## src/rtl/multi_chan_fifo.sv

```systemverilog
// Multi-channel first-word-fall-through FIFO: CHANNELS independent queues in one memory.
// Define MULTI_CHAN_FIFO_ERR_EN to enable the sticky overflow/underflow flags.
module multi_chan_fifo #(
    parameter int DATA_BITS   = 11,
    parameter int FIFO_LENGTH = 16,
    parameter int CHANNELS    = 4,
    parameter int AF_MARGIN   = 2,
    localparam int CH_BITS    = (CHANNELS > 1) ? $clog2(CHANNELS) : 1,
    localparam int CNT_BITS   = $clog2(FIFO_LENGTH) + 1
) (
    input  logic                 clk,
    input  logic                 reset,
    input  logic                 write,
    input  logic [CH_BITS-1:0]   write_chan,
    input  logic [DATA_BITS-1:0] input_data,
    input  logic                 read,
    input  logic [CH_BITS-1:0]   read_chan,
    output logic [DATA_BITS-1:0] output_data,
    output logic [CNT_BITS-1:0]  read_count,
    output logic [CHANNELS-1:0]  empty,
    output logic [CHANNELS-1:0]  full,
    output logic [CHANNELS-1:0]  almost_full,
    output logic [CHANNELS-1:0]  overflow,
    output logic [CHANNELS-1:0]  underflow
);

    localparam int ADDR_BITS = CNT_BITS - 1;
    localparam int MEM_BITS  = CH_BITS + ADDR_BITS;
    localparam int MEM_DEPTH = 1 << MEM_BITS;
    localparam logic [CNT_BITS-1:0] AF_LEVEL = CNT_BITS'(FIFO_LENGTH - AF_MARGIN);

    logic [DATA_BITS-1:0] mem_r    [MEM_DEPTH];
    logic [CNT_BITS-1:0]  wr_ptr_r [CHANNELS];
    logic [CNT_BITS-1:0]  rd_ptr_r [CHANNELS];
    logic [CNT_BITS-1:0]  count_s  [CHANNELS];
    logic [CHANNELS-1:0]  empty_s;
    logic [CHANNELS-1:0]  full_s;
    logic [CHANNELS-1:0]  wr_hit_s;
    logic [CHANNELS-1:0]  rd_hit_s;
    logic [CHANNELS-1:0]  rd_sel_s;
    logic                 wr_accept_s;
    logic [ADDR_BITS-1:0] wr_low_s;
    logic [MEM_BITS-1:0]  wr_addr_s;

    // Per-channel status decode and acceptance; decisions use only pre-edge pointer state.
    always_comb begin
        count_s     = '{default: '0};
        empty_s     = '0;
        full_s      = '0;
        almost_full = '0;
        wr_hit_s    = '0;
        rd_hit_s    = '0;
        rd_sel_s    = '0;
        for (int c = 0; c < CHANNELS; c++) begin
            count_s[c]     = wr_ptr_r[c] - rd_ptr_r[c];
            empty_s[c]     = (wr_ptr_r[c] == rd_ptr_r[c]);
            full_s[c]      = (wr_ptr_r[c][CNT_BITS-1] != rd_ptr_r[c][CNT_BITS-1]) &&
                             (wr_ptr_r[c][ADDR_BITS-1:0] == rd_ptr_r[c][ADDR_BITS-1:0]);
            almost_full[c] = (count_s[c] >= AF_LEVEL);
            wr_hit_s[c]    = write && (write_chan == CH_BITS'(c)) && !full_s[c];
            rd_sel_s[c]    = (read_chan == CH_BITS'(c));
            rd_hit_s[c]    = read && rd_sel_s[c] && !empty_s[c];
        end
    end

    assign empty = empty_s;
    assign full  = full_s;

    // Write address: selected channel's region plus its write pointer low bits.
    always_comb begin
        wr_low_s = '0;
        for (int c = 0; c < CHANNELS; c++) begin
            wr_low_s = wr_low_s | ({ADDR_BITS{wr_hit_s[c]}} & wr_ptr_r[c][ADDR_BITS-1:0]);
        end
        wr_accept_s = |wr_hit_s;
        wr_addr_s   = {write_chan, wr_low_s};
    end

    // Storage array; deliberately not reset since empty channels never expose it.
    always_ff @(posedge clk) begin
        if (wr_accept_s) begin
            mem_r[wr_addr_s] <= input_data;
        end
    end

    // Pointer registers; the MSB of each pointer is the wrap bit.
    always_ff @(posedge clk or negedge reset) begin
        if (!reset) begin
            for (int c = 0; c < CHANNELS; c++) begin
                wr_ptr_r[c] <= '0;
                rd_ptr_r[c] <= '0;
            end
        end else begin
            for (int c = 0; c < CHANNELS; c++) begin
                if (wr_hit_s[c]) begin
                    wr_ptr_r[c] <= wr_ptr_r[c] + CNT_BITS'(1);
                end
                if (rd_hit_s[c]) begin
                    rd_ptr_r[c] <= rd_ptr_r[c] + CNT_BITS'(1);
                end
            end
        end
    end

    // FWFT head and occupancy of the observed channel; zero when empty or out of range.
    always_comb begin
        output_data = '0;
        read_count  = '0;
        for (int c = 0; c < CHANNELS; c++) begin
            output_data = output_data |
                          ({DATA_BITS{rd_sel_s[c] & ~empty_s[c]}} &
                           mem_r[{CH_BITS'(c), rd_ptr_r[c][ADDR_BITS-1:0]}]);
            read_count  = read_count | ({CNT_BITS{rd_sel_s[c]}} & count_s[c]);
        end
    end

`ifdef MULTI_CHAN_FIFO_ERR_EN
    logic [CHANNELS-1:0] ovf_set_s;
    logic [CHANNELS-1:0] udf_set_s;
    logic [CHANNELS-1:0] overflow_r;
    logic [CHANNELS-1:0] underflow_r;

    // Error set conditions: any request aimed at a channel that cannot take it.
    always_comb begin
        ovf_set_s = '0;
        udf_set_s = '0;
        for (int c = 0; c < CHANNELS; c++) begin
            ovf_set_s[c] = write && (write_chan == CH_BITS'(c)) && full_s[c];
            udf_set_s[c] = read && rd_sel_s[c] && empty_s[c];
        end
    end

    // Sticky error flags, cleared only by reset.
    always_ff @(posedge clk or negedge reset) begin
        if (!reset) begin
            overflow_r  <= '0;
            underflow_r <= '0;
        end else begin
            overflow_r  <= overflow_r | ovf_set_s;
            underflow_r <= underflow_r | udf_set_s;
        end
    end

    assign overflow  = overflow_r;
    assign underflow = underflow_r;
`else
    assign overflow  = '0;
    assign underflow = '0;
`endif

endmodule

```

## config.mk

```make
export PLATFORM = sky130hd
export DESIGN_NAME = multi_chan_fifo
export DESIGN_NICKNAME = d
export VERILOG_FILES = /design/src/rtl/multi_chan_fifo.sv
export SDC_FILE = /design/constraint.sdc
export NUM_CORES = 1
export LEC_CHECK = 0
export ABC_AREA = 1
export BUFFER_PORTS_ARGS = -buffer_cell sky130_fd_sc_hd__buf_2
export CAP_MARGIN = 10
export CORE_MARGIN = 2
export CORE_UTILIZATION = 50
export DETAILED_ROUTE_END_ITERATION = 12
export PLACE_DENSITY = 0.69
export SLEW_MARGIN = 25
export SYNTH_ARGS = -nofsm -noshare
export SYNTH_HDL_FRONTEND = slang
export SYNTH_SLANG_ARGS = --single-unit
```

## constraint.sdc

```tcl
create_clock -name clk -period 9 [get_ports clk]
set_clock_uncertainty 0.05 [all_clocks]
set_input_delay 0.45 -clock clk [delete_from_list [all_inputs] [get_ports clk]]
set_output_delay 0.45 -clock clk [all_outputs]
set_load 0.02 [all_outputs]
```

# Word level (Yosys, flattened, before mapping)
# Memory sizes are Yosys's and may differ from the RTL's.
# Index checks and enable logic that the tools add are counted.
[totals]
output_inout_bits = 36
mem_bits_rw = 704
elab_cells = 105
ff_bits = 40
n_memories = 1
[classes]
muxes = 2
bitwise = 29
reduce_logical = 31
n_eq_ne = 18
addsub = 12
n_lt_le_gt_ge = 4
[memory_table]
columns = ["memory", "words", "width", "rd", "rd_ports_with_merged_regs", "wr", "line", "rtl"]
rows = [
  ["mem_r", 64, 11, 4, 0, 1, "32", "logic [DATA_BITS-1:0] mem_r [MEM_DEPTH];"],
]
[ops]
columns = ["cell", "count"]
rows = [
  ["bitwise AND 11 bit", 4],
  ["adder 5 x 1 -> 5 bit (second input constant)", 8],
  ["OR 11 bit", 3],
  ["bitwise AND 5 bit", 4],
  ["== test 5 bit", 4],
  [">= comparator 5 x 4 -> 1 bit (second input constant)", 4],
  ["logical AND 1 bit", 20],
  ["subtractor 5 bit", 4],
  ["bitwise AND 4 bit", 4],
  ["== test 4 bit", 4],
  ["OR 5 bit", 3],
  ["OR 4 bit", 3],
  ["== test 2 bit (second input constant)", 4],
  ["zero test 1 bit", 8],
  ["bitwise AND 1 bit", 4],
  ["== test 2 x 1 -> 1 bit (second input constant)", 2],
  ["zero test 2 bit", 2],
  ["inequality test 1 bit", 4],
  ["NOT 1 bit", 4],
  ["OR reduction 4 bit", 1],
  ["2-to-1 mux 1 bit", 2],
]

# Logic depth before layout (Yosys ltp)
[logic_depth]
word_depth = 8
mapped_depth = 14

# Worst setup path after synthesis
# Ideal clock, no wire load.
[synth_path]
kind = "register to register"
from = "register rd_ptr_r[2] (netlist name)"
to = "memory mem_r[0][0] (enable)"
t_arrival_ps = 2710
n_path_buf = 2
required_ps = 8572
stages_incl_launch_ff = 15
path_slack_ps = 5862
period_less_slack_ps = 3138
path_cell_list = "dfrtp_1 -> clkbuf_1 -> clkbuf_1 -> inv_1 -> ha_1 -> nand2_1 -> nor2_2 -> nand2_2 -> nand2_2 -> inv_2 -> nand2_2 -> nand2_4 -> nor2_8 -> nand2_4 -> nor2_1"
[synth_via]
elab_chain_len = 7
[synth_rtl]
columns = ["item", "line", "rtl"]
rows = [
  ["from (decl)", "34", "logic [CNT_BITS-1:0] rd_ptr_r [CHANNELS];"],
  ["from (signal, indexed assignment)", "99", "rd_ptr_r[c] <= rd_ptr_r[c] + CNT_BITS'(1);"],
  ["== test 4 bit (*)", "58", "(wr_ptr_r[c][ADDR_BITS-1:0] == rd_ptr_r[c][ADDR_BITS-1:0]);"],
  ["logical AND 1 bit (*)", "57", "full_s[c] = (wr_ptr_r[c][CNT_BITS-1] != rd_ptr_r[c][CNT_BITS-1]) &&"],
  ["zero test 1 bit (*)", "60", "wr_hit_s[c] = write && (write_chan == CH_BITS'(c)) && !full_s[c];"],
  ["logical AND 1 bit (*)", "60", ""],
  ["OR reduction 4 bit", "75", "wr_accept_s = |wr_hit_s;"],
  ["2-to-1 mux 1 bit", "81", "if (wr_accept_s) begin"],
  ["2-to-1 mux 1 bit (implied by the code)", "82", "mem_r[wr_addr_s] <= input_data;"],
  ["to (decl)", "32", ""],
]
# Every way passes the cells marked *; elsewhere a longest branch is shown, timed or not.

# Worst setup path after layout
[layout_path]
from = "register rd_ptr_r[0] (netlist name)"
to = "output output_data[5]"
[layout_via]
elab_chain_len = 5
[layout_rtl]
columns = ["item", "line", "rtl"]
rows = [
  ["parallel branches: the longest is 3 deep, another holds memory read (64 x 11 bit)", "n/a", ""],
  ["bitwise AND 11 bit (*)", "111", "({DATA_BITS{rd_sel_s[c] & ~empty_s[c]}} &"],
  ["OR 11 bit (*)", "110", "output_data = output_data |"],
  ["to (decl)", "18", "output logic [DATA_BITS-1:0] output_data,"],
]
# Every way passes the cells marked *.

==> metrics.txt <==
# diodes 0; setup_tns 0 ns; flop2flop setup slack 4.54 ns; CTS tree yes; Ys Warns 0; Final Setup Violations 0; synthesized area per cell 10.91 um2; multi-input logic area 8536 um2; simple logic cell fraction of the synthesized area 0.2370; post-synth top area cell edfxtp_1; # clock sinks 744; highest net fanout along the worst path 56; hold endpoint wr_ptr_r[15]$_DFFE_PN0N_; initial antenna violation count 1; CP Capture Type output pin; synth top area cells edfxtp_1, nand2_1, nand3_1, dfrtp_1, nor2_1; initial core utilization 0.5035; Vias 21776; Slew Viols, Final 0; Routed Antenna Nets 0; Adder-Cell Fraction of Synth Area 0.01204; Hold WC Path Type in2reg; reg2reg end mem_r[38][9]$_DFFE_PP_; drt pass-1 iters 7; GPL Wtd Cong 0.9091; XOR/XNOR share of the synthesized area 0.01137; sequential fraction of the synthesis area 0.7010; Power Dens Cells 323.2 nW/um2; Max Cap Viol 0; die height 255.3 um; worst hold path cell count 4; final global-route overflow total 0; worst slew pin tran 1.122 ns; Final Power 11.36 mW; r2r startpoint rd_ptr_r[16]$_DFFE_PN0P_; worst-case reg-to-reg path depth 11; Syn Inst Count 2894; most instantiated cells after synthesis nand2_1, edfxtp_1, nand3_1; CORE AREA 62740 um2; data required time of the worst path 8.50 ns; final design area excluding fillers 35150 um2; Clk Latency, worst-skew pair 0.62 ns; Root Buffer Master clkbuf_16; final worst slack 4.309 ns; residual DRC count 0; fin cells 3809; Die X-Extent 255.3 um; I/O pin count 55; total CTS buffers 75; mux cell area share after synthesis 0; crit path DAT 4.19 ns; Cell Area, Synth 31580 um2; Routed WL 84.42 mm; Layout Nets 2952; unrepaired setup endpoints after global routing no; htree depth 3; Fmax achieved 0.2132 GHz; 1st-iter DRT viols 3021; Compound-Gate Fraction of Synth Area 0.008636; largest net degree at the start of global routing 94; Slew Limit Headroom 0.2522; combinational family with the most area after synthesis simple AND/OR/NAND/NOR gates; leak pwr 13.30 nW; Final Hold Fails 0; Worst setup SP type register; hold path start write_chan[1]; VDD IR max 167.8 uV; library cells used by synthesis 32; pre-CTS WS 4.656 ns; ys async rst share 0.05376; vias per inst 5.717; dominant cell by count in the synthesized netlist nand2_1; HPWL after DPL 49.92 mm; Routed WL per cell 22.16 um; Fill cells 5136; critical path type reg2out; DP Cell Count 3671; Synth top area share 0.6693; layout cells sized above 1 0.08201; vias in the first global route 20653; total die area 65190 um2; ys flop type edfxtp_1; minimum clock period 4.691 ns; Post-synth EDFFs 704; status finished, final reports clean; Post-DP Area 32480 um2; register bit count reported by yosys 744; Layout area overhead 11.27%; # resized after CTS 0; FF+latch area 22150 um2; Final Cycle Share 0.5212; Clk pin slew, worst setup/hold paths 0.06 ns; port bufs 46; Tot GR Track Use 0.2573; Rows 92; first-pass GRT wire length 126.3 mm; clock buffer depth 3
[sequential cells by signal (all words and copies together) (netlist names)]
register / cells
mem_r: 704
wr_ptr_r: 20
rd_ptr_r: 20
[worst max-delay path: stages, from the launching register on]
cell and delay, ns:
dfrtp_2 0.77, buf_4 0.56, inv_2 0.44, buf_4 0.42, nand2_1 0.15, nand3_1 0.11, nand2_1 0.11, nor2_1 0.05
nor2_1 0.13, nor2_1 0.06, nor2_1 0.38, nand2_1 0.17, buf_2 0.19
[through the flow]
step,hold slack [ns],util
after floorplan,0.1044,-
after global placement,0.4283,0.5178
after detailed placement,0.4400,0.5178
after CTS,0.1884,0.5594
after global routing,0.2249,0.5602
final,0.2077,0.5602
[kinds of logic (layout without fill, tap and decap cells)]
kind of cell	Yosys count	after routing
simple gates	1793	1793
xor+xnor	41	41
other cells	1	8
flops	744	744
buf+inv	235	297
fa+ha+maj	28	28
compound gates	52	52
[layer usage]
layer / GRT usage / vias to the layer above / wire, um
met2: 0.3723 / 1356 / 36300
met1: 0.3674 / 10358 / 34950
met5: 0 / - / 13
met4: 0.1297 / 2 / 3821
li1: - / 9848 / -
met3: 0.05764 / 212 / 9331
[cell usage in the layout (no fill, tap or decap), types with 7 or more instances in the layout]
cell and count:
clkbuf_16 79, inv_1 73, clkinv_2 12, a21oi_1 30, nand2_1 1066, nor2_2 9
buf_2 46, o21ai_0 16, conb_1 8, clkbuf_1 7, nor2_1 220, xnor2_1 11
bufinv_16 13, xor2_1 30, clkinv_1 15, nand4_1 9, nand3_2 7, ha_1 24
nand2_2 13, inv_2 14, nand3_1 459, buf_4 25, edfxtp_1 704, dfrtp_1 35
[worst max-delay path by stage]
stage	startpoint	end	slack, ns
finish	rd_ptr_r[0]$_DFFE_PN0P_	output_data[5]	4.31
floorplan	rd_ptr_r[2]$_DFFE_PN0P_	mem_r[0][0]$_DFFE_PP_	5.86
global route	rd_ptr_r[0]$_DFFE_PN0P_	output_data[9]	4.03
detailed placement	rd_ptr_r[16]$_DFFE_PN0P_	mem_r[38][10]$_DFFE_PP_	4.66
CTS	rd_ptr_r[0]$_DFFE_PN0P_	output_data[4]	4.33
global placement	rd_ptr_r[16]$_DFFE_PN0P_	mem_r[38][10]$_DFFE_PP_	4.84
[where the power goes]
part           switching (mW)  total, mW  internal [mW]
registers               0.187       4.14           3.95
logic                    2.85       3.94           1.09
clock network            1.30       3.28           1.99
[what timing repair did]
action	4_1_cts	5_1_grt
buffers inserted	0	0
endpoints found under the setup margin	0	0
hold buffers	1	0
hold endpoints to repair	40	0
[final cells by class]
cell class	count	area share
Inverter	88	0.009399
Sequential cell	744	0.6302
Tap cell	846	0.03012
Multi-Input combinational cell	1922	0.2429
Clock inverter	47	0.01613
Clock buffer	88	0.05778
Timing Repair Buffer	74	0.01353
(Power assumes the default switching activity.)
